**config.mk**
```make
export PLATFORM = sky130hd
export DESIGN_NAME = qpu_exu_meas_wbck_sched
export DESIGN_NICKNAME = d
export VERILOG_FILES = /design/src/rtl/qpu_exu_meas_wbck_sched.sv
export SDC_FILE = /design/constraint.sdc
export NUM_CORES = 1
export LEC_CHECK = 0
export CAP_MARGIN = 20
export CORE_ASPECT_RATIO = 0.8
export CORE_UTILIZATION = 51
export CTS_BUF_LIST = sky130_fd_sc_hd__clkbuf_8
export CTS_CLUSTER_SIZE = 30
export DETAILED_ROUTE_END_ITERATION = 10
export PLACE_DENSITY_LB_ADDON = 0.08
export SYNTH_ARGS = -nofsm -noshare
export SYNTH_HDL_FRONTEND = slang
export SYNTH_SLANG_ARGS = --single-unit
export TNS_END_PERCENT = 50
```
**constraint.sdc**
```tcl
create_clock -name clk -period 2.5 [get_ports clk]
set_clock_uncertainty 0.1 [all_clocks]
set_input_delay 0.5 -clock clk [delete_from_list [all_inputs] [get_ports clk]]
set_output_delay 0.5 -clock clk [all_outputs]
set_load 0.1 [all_outputs]
```
**src/rtl/qpu_exu_meas_wbck_sched.sv**
```systemverilog
// Measurement write-back scheduler: buffers MCU results in a FIFO and drains them to the
// regfile measurement port. It also blocks FMR reads of qubits that have undelivered results.
// Optional same-cycle bypass when the FIFO is empty: define QPU_MEAS_WBCK_BYPASS_EN.
module qpu_exu_meas_wbck_sched #(
  parameter int QUBIT_NUM = 12,
  parameter int DEPTH     = 4
) (
  input  logic                         clk,
  input  logic                         rst_n,
  input  logic                         mcu_i_valid,
  output logic                         mcu_i_ready,
  input  logic [QUBIT_NUM-1:0]         mcu_i_data,
  input  logic [QUBIT_NUM-1:0]         mcu_i_qlist,
  input  logic                         meas_pause,
  output logic                         rf_meas_wen,
  output logic [QUBIT_NUM-1:0]         rf_meas_data,
  output logic [QUBIT_NUM-1:0]         rf_meas_list,
  input  logic                         fmr_req,
  input  logic [QUBIT_NUM-1:0]         fmr_qlist,
  output logic                         fmr_grant,
  output logic [QUBIT_NUM-1:0]         pend_qlist,
  output logic [$clog2(DEPTH):0]       fifo_cnt
);

  localparam int AW = $clog2(DEPTH);
  localparam int CW = AW + 1;
  localparam logic [CW-1:0]        CNT_FULL = CW'(DEPTH);
  localparam logic [CW-1:0]        CNT_ZERO = {CW{1'b0}};
  localparam logic [AW-1:0]        PTR_ONE  = AW'(1'b1);
  localparam logic [QUBIT_NUM-1:0] Q_ZERO   = {QUBIT_NUM{1'b0}};

  logic [QUBIT_NUM-1:0] data_q  [DEPTH];
  logic [QUBIT_NUM-1:0] data_d  [DEPTH];
  logic [QUBIT_NUM-1:0] qlist_q [DEPTH];
  logic [QUBIT_NUM-1:0] qlist_d [DEPTH];
  logic [DEPTH-1:0]     vld_q, vld_d;
  logic [AW-1:0]        rd_ptr_q, rd_ptr_d;
  logic [AW-1:0]        wr_ptr_q, wr_ptr_d;
  logic [CW-1:0]        cnt_q, cnt_d;

  logic                 ready_s;
  logic                 accept_s;
  logic                 has_q_s;
  logic                 pop_s;
  logic                 push_s;
  logic                 byp_s;
  logic [QUBIT_NUM-1:0] pend_s;
  logic [QUBIT_NUM-1:0] blk_s;

  // Handshake, drain and bypass decisions
  always_comb begin
    ready_s  = (cnt_q != CNT_FULL);
    accept_s = mcu_i_valid & ready_s;
    has_q_s  = (mcu_i_qlist != Q_ZERO);
    pop_s    = (cnt_q != CNT_ZERO) & ~meas_pause;
`ifdef QPU_MEAS_WBCK_BYPASS_EN
    byp_s    = accept_s & has_q_s & (cnt_q == CNT_ZERO) & ~meas_pause;
`else
    byp_s    = 1'b0;
`endif
    // Results with an empty qlist complete the handshake but are never stored.
    push_s   = accept_s & has_q_s & ~byp_s;
  end

  // Next-state for storage, pointers and occupancy
  always_comb begin
    for (int i = 0; i < DEPTH; i++) begin
      data_d[i]  = data_q[i];
      qlist_d[i] = qlist_q[i];
    end
    vld_d    = vld_q;
    rd_ptr_d = rd_ptr_q;
    wr_ptr_d = wr_ptr_q;
    if (pop_s) begin
      vld_d[rd_ptr_q] = 1'b0;
      rd_ptr_d        = rd_ptr_q + PTR_ONE;
    end else begin
      rd_ptr_d = rd_ptr_q;
    end
    if (push_s) begin
      data_d[wr_ptr_q]  = mcu_i_data;
      qlist_d[wr_ptr_q] = mcu_i_qlist;
      vld_d[wr_ptr_q]   = 1'b1;
      wr_ptr_d          = wr_ptr_q + PTR_ONE;
    end else begin
      wr_ptr_d = wr_ptr_q;
    end
    cnt_d = cnt_q + {{AW{1'b0}}, push_s} - {{AW{1'b0}}, pop_s};
  end

  // Pending-qubit mask over all undelivered entries
  always_comb begin
    pend_s = Q_ZERO;
    for (int i = 0; i < DEPTH; i++) begin
      if (vld_q[i]) begin
        pend_s = pend_s | qlist_q[i];
      end else begin
        pend_s = pend_s;
      end
    end
  end

  // Regfile write port, FMR gating and status outputs
  always_comb begin
    mcu_i_ready = ready_s;
    fifo_cnt    = cnt_q;
    pend_qlist  = pend_s;
    rf_meas_wen = pop_s | byp_s;
    if (pop_s) begin
      rf_meas_data = data_q[rd_ptr_q];
      rf_meas_list = qlist_q[rd_ptr_q];
    end else if (byp_s) begin
      rf_meas_data = mcu_i_data;
      rf_meas_list = mcu_i_qlist;
    end else begin
      rf_meas_data = Q_ZERO;
      rf_meas_list = Q_ZERO;
    end
    // An incoming result blocks its qubits as well, since the regfile only sees stored results.
    blk_s     = pend_s | (accept_s ? mcu_i_qlist : Q_ZERO);
    fmr_grant = fmr_req & ((fmr_qlist & blk_s) == Q_ZERO);
  end

  // State registers
  always_ff @(posedge clk or negedge rst_n) begin
    if (!rst_n) begin
      for (int i = 0; i < DEPTH; i++) begin
        data_q[i]  <= Q_ZERO;
        qlist_q[i] <= Q_ZERO;
      end
      vld_q    <= {DEPTH{1'b0}};
      rd_ptr_q <= {AW{1'b0}};
      wr_ptr_q <= {AW{1'b0}};
      cnt_q    <= CNT_ZERO;
    end else begin
      for (int i = 0; i < DEPTH; i++) begin
        data_q[i]  <= data_d[i];
        qlist_q[i] <= qlist_d[i];
      end
      vld_q    <= vld_d;
      rd_ptr_q <= rd_ptr_d;
      wr_ptr_q <= wr_ptr_d;
      cnt_q    <= cnt_d;
    end
  end

endmodule

```
==> impl_metrics.toml <==
[timing]
fin_crit_sh = 1.16
setup_ws_ps = -392
finalHoldViolCount = 0
period_minus_slack_ps = 2890
max_freq_ghz = 0.346
tightest_slew_ps = 522
finalMaxSlewViolations = 0
slew_headroom = 0.649
setup_viol = 6
rsz0062_at_grt = "true"

[setup_path]
cp_data_required_time_ps = 1900
r2r_cells = 13
worst-r2r-setup-slack_ps = -290
critPathKind = "reg2out"
r2r_start = "fifo_cnt[2]$_DFF_PN0_"
end_kind = "output port"
cp_max_fo = 8
r2r-end = "fifo_cnt[2]$_DFF_PN0_"
arrival_ps = 2290
critPathLaunchType = "flip-flop"

[layout]
post_route_cells_drive_above_1_share = 0.575
nets = 569
fin_area_um2 = 7860
syn2layout_area_growth_pct = 41.0
diodes = 0
fill_cells = 662

[floorplan]
die_h_um = 95.5
initial_core_util = 0.534
die_w_um = 119
io_pins = 83
die_area_um2 = 11400
coreArea_um2 = 10400
rows = 33

[clock_tree]
clk_pin_slew_ps = 100
cts_max_path_buffers = 2
clock_sinks = 107
root_buffer = "clkbuf_8"
cts_tree = "built"
cts_max_level = 3
insertion_delay_ps = 360
numCtsBuffers = 9

[global_route]
gr-total-overflow = 0
grt_pass1_wl_mm = 22.0
grt_start_max_net_pins = 58
grt_antenna_before_repair = 0
grtUsageTotal = 0.258
grt_pass1_vias = 3990

[detailed_routing]
viasPerCell = 5.63
route.vias.total = 3727
drc_errors = 0
wl_per_cell_um = 20.3
drtIter0Drc = 238
drtPass1Iterations = 4
ant_nets = 0
wirelength_mm = 13.4

[synthesis]
syn_avg_cell_area_um2 = 14.5
synth_cell_types = 29
yosys_warnings = 0
synth_area_um2 = 5580
synthCells = 384
synth_seq_cells = 107
synth_nets = 436
ys_seq_area_frac = 0.480

[placement]
hpwl_mm = 9.42
io_buffers = 82
placed_cell_area_um2 = 7430
routabilityCongestion = 0.805
dp_slack_ps = -548

[min_path]
whs_endpoint = "data_q[12]$_DFFE_PN0P_"
hold_path.class = "reg2reg"
min_from = "data_q[12]$_DFFE_PN0P_"
hold-path-cell-count = 1

[run]
cap_violations = 0

[run_status]
status = "finished, violations left"
violations = "setup timing"
==> metal layers <==
metal / GRT usage / wire length (um) / vias up
met1: 0.355 / 5900 / 1944
met5: 0 / 0 / -
li1: - / - / 1667
met2: 0.415 / 6670 / 99
met3: 0.0467 / 607 / 17
met4: 0.0949 / 232 / 0
==> through the flow <==
stage	std cells	TNS [ps]	util	hold WS (ps)
floorplan	384	-1280	-	104
global placement	638	-26080	0.711	382
detailed placement	638	-31190	0.711	386
CTS	660	-1560	0.741	410
global route	662	-3130	0.753	422
finish	662	-934	0.753	410
==> worst max-delay path by stage <==
stage	cells after the start	slack [ps]	startpoint	to
4_1_cts	6	-410	fifo_cnt[1]$_DFF_PN0_	fmr_grant
6_report	6	-390	fifo_cnt[1]$_DFF_PN0_	fmr_grant
3_3_place_gp	10	-460	mcu_i_qlist[0]	fifo_cnt[2]$_DFF_PN0_
3_5_place_dp	10	-550	mcu_i_qlist[0]	fifo_cnt[2]$_DFF_PN0_
2_1_floorplan	6	-630	fifo_cnt[0]$_DFF_PN0_	fmr_grant
5_1_grt	6	-510	fifo_cnt[1]$_DFF_PN0_	fmr_grant
==> synth_stat cells <==
cell type	instances	area, um^2
buf_2	3	15.0
xor2_1	1	8.76
nand4_1	1	6.26
ha_1	10	125
nor3_1	2	10.0
buf_6	9	101
a22oi_1	27	203
fa_1	1	20.0
and2_1	24	150
mux4_2	24	541
a31oi_4	1	21.3
nand2_1	27	101
a32oi_1	2	17.5
or3b_1	1	8.76
nor2_1	1	3.75
dfrtp_1	107	2680
clkbuf_1	10	37.5
nand3_1	2	10.0
a222oi_1	1	10.0
and3_2	5	37.5
inv_1	9	33.8
xnor2_1	3	26.3
o21ai_0	7	35.0
nand2_4	5	56.3
and2_2	1	7.51
mux2_2	42	473
mux2_4	54	811
a221oi_1	1	8.76
nor4_1	3	18.8
==> area by class of cell <==
| class | instances | area, um^2 | area share |
|---|---|---|---|
| Clock buffer | 10 | 138 | 0.0175 |
| Multi-Input combinational cell | 246 | 2930 | 0.373 |
| Timing Repair Buffer | 144 | 1860 | 0.237 |
| Tap cell | 140 | 175 | 0.0223 |
| Clock inverter | 6 | 35.0 | 0.00446 |
| Sequential cell | 107 | 2690 | 0.342 |
| Inverter | 9 | 33.8 | 0.00430 |
==> timing repair <==
item	CTS	global route
hold buffers	1	0
gates cloned	1	0
pin swaps	8	4
endpoints found under the hold margin	29	0
setup endpoints to repair	27	33
setup buffers	4	3
resized for setup	21	36
==> cells in the final DEF (no fill, tap or decap), types with 2 or more instances in the layout <==
| master | Yosys | final |
|---|---|---|
| clkbuf_8 | 0 | 10 |
| o21ai_0 | 7 | 2 |
| dfrtp_4 | 0 | 3 |
| clkinvlp_4 | 0 | 3 |
| and3_4 | 0 | 4 |
| o21ai_1 | 0 | 4 |
| clkdlybuf4s50_1 | 0 | 39 |
| nor4_1 | 3 | 2 |
| mux2_2 | 42 | 36 |
| nand2_1 | 27 | 16 |
| and2_4 | 0 | 23 |
| xnor2_1 | 3 | 3 |
| ha_1 | 10 | 9 |
| dfrtp_1 | 107 | 103 |
| inv_1 | 9 | 11 |
| buf_6 | 9 | 10 |
| nand2_8 | 0 | 4 |
| nor3_4 | 0 | 2 |
| buf_12 | 0 | 49 |
| mux2_4 | 54 | 60 |
| a22oi_1 | 27 | 27 |
| mux4_2 | 24 | 24 |
| and2_2 | 1 | 2 |
| buf_4 | 0 | 43 |
| nand2_2 | 0 | 11 |
==> worst max-delay path, cell delays in order (launching register included) <==
cell	delay [ps]
dfrtp_4	480
or3b_4	470
and2_4	180
a221oi_2	210
nand3_1	150
nor3_4	220
buf_12	200
==> kinds of logic after synthesis <==
group,after synthesis,share of synthesized area
buf+inv,31,0.0337
simple gates,72,0.0736
compound gates,39,0.0530
xor+xnor,4,0.00628
mux,120,0.327
flops,107,0.480
fa+ha+maj,11,0.0260
==> registers in the layout, summed over array words and instances (netlist names) <==
name and count:
data_q 48, vld_q 4, fifo_cnt 3, wr_ptr_q 2, rd_ptr_q 2, qlist_q 48
Power is left out: the tool's default activity adds up to more than one toggle a clock period on the data nets, which glitch-free logic cannot reach.
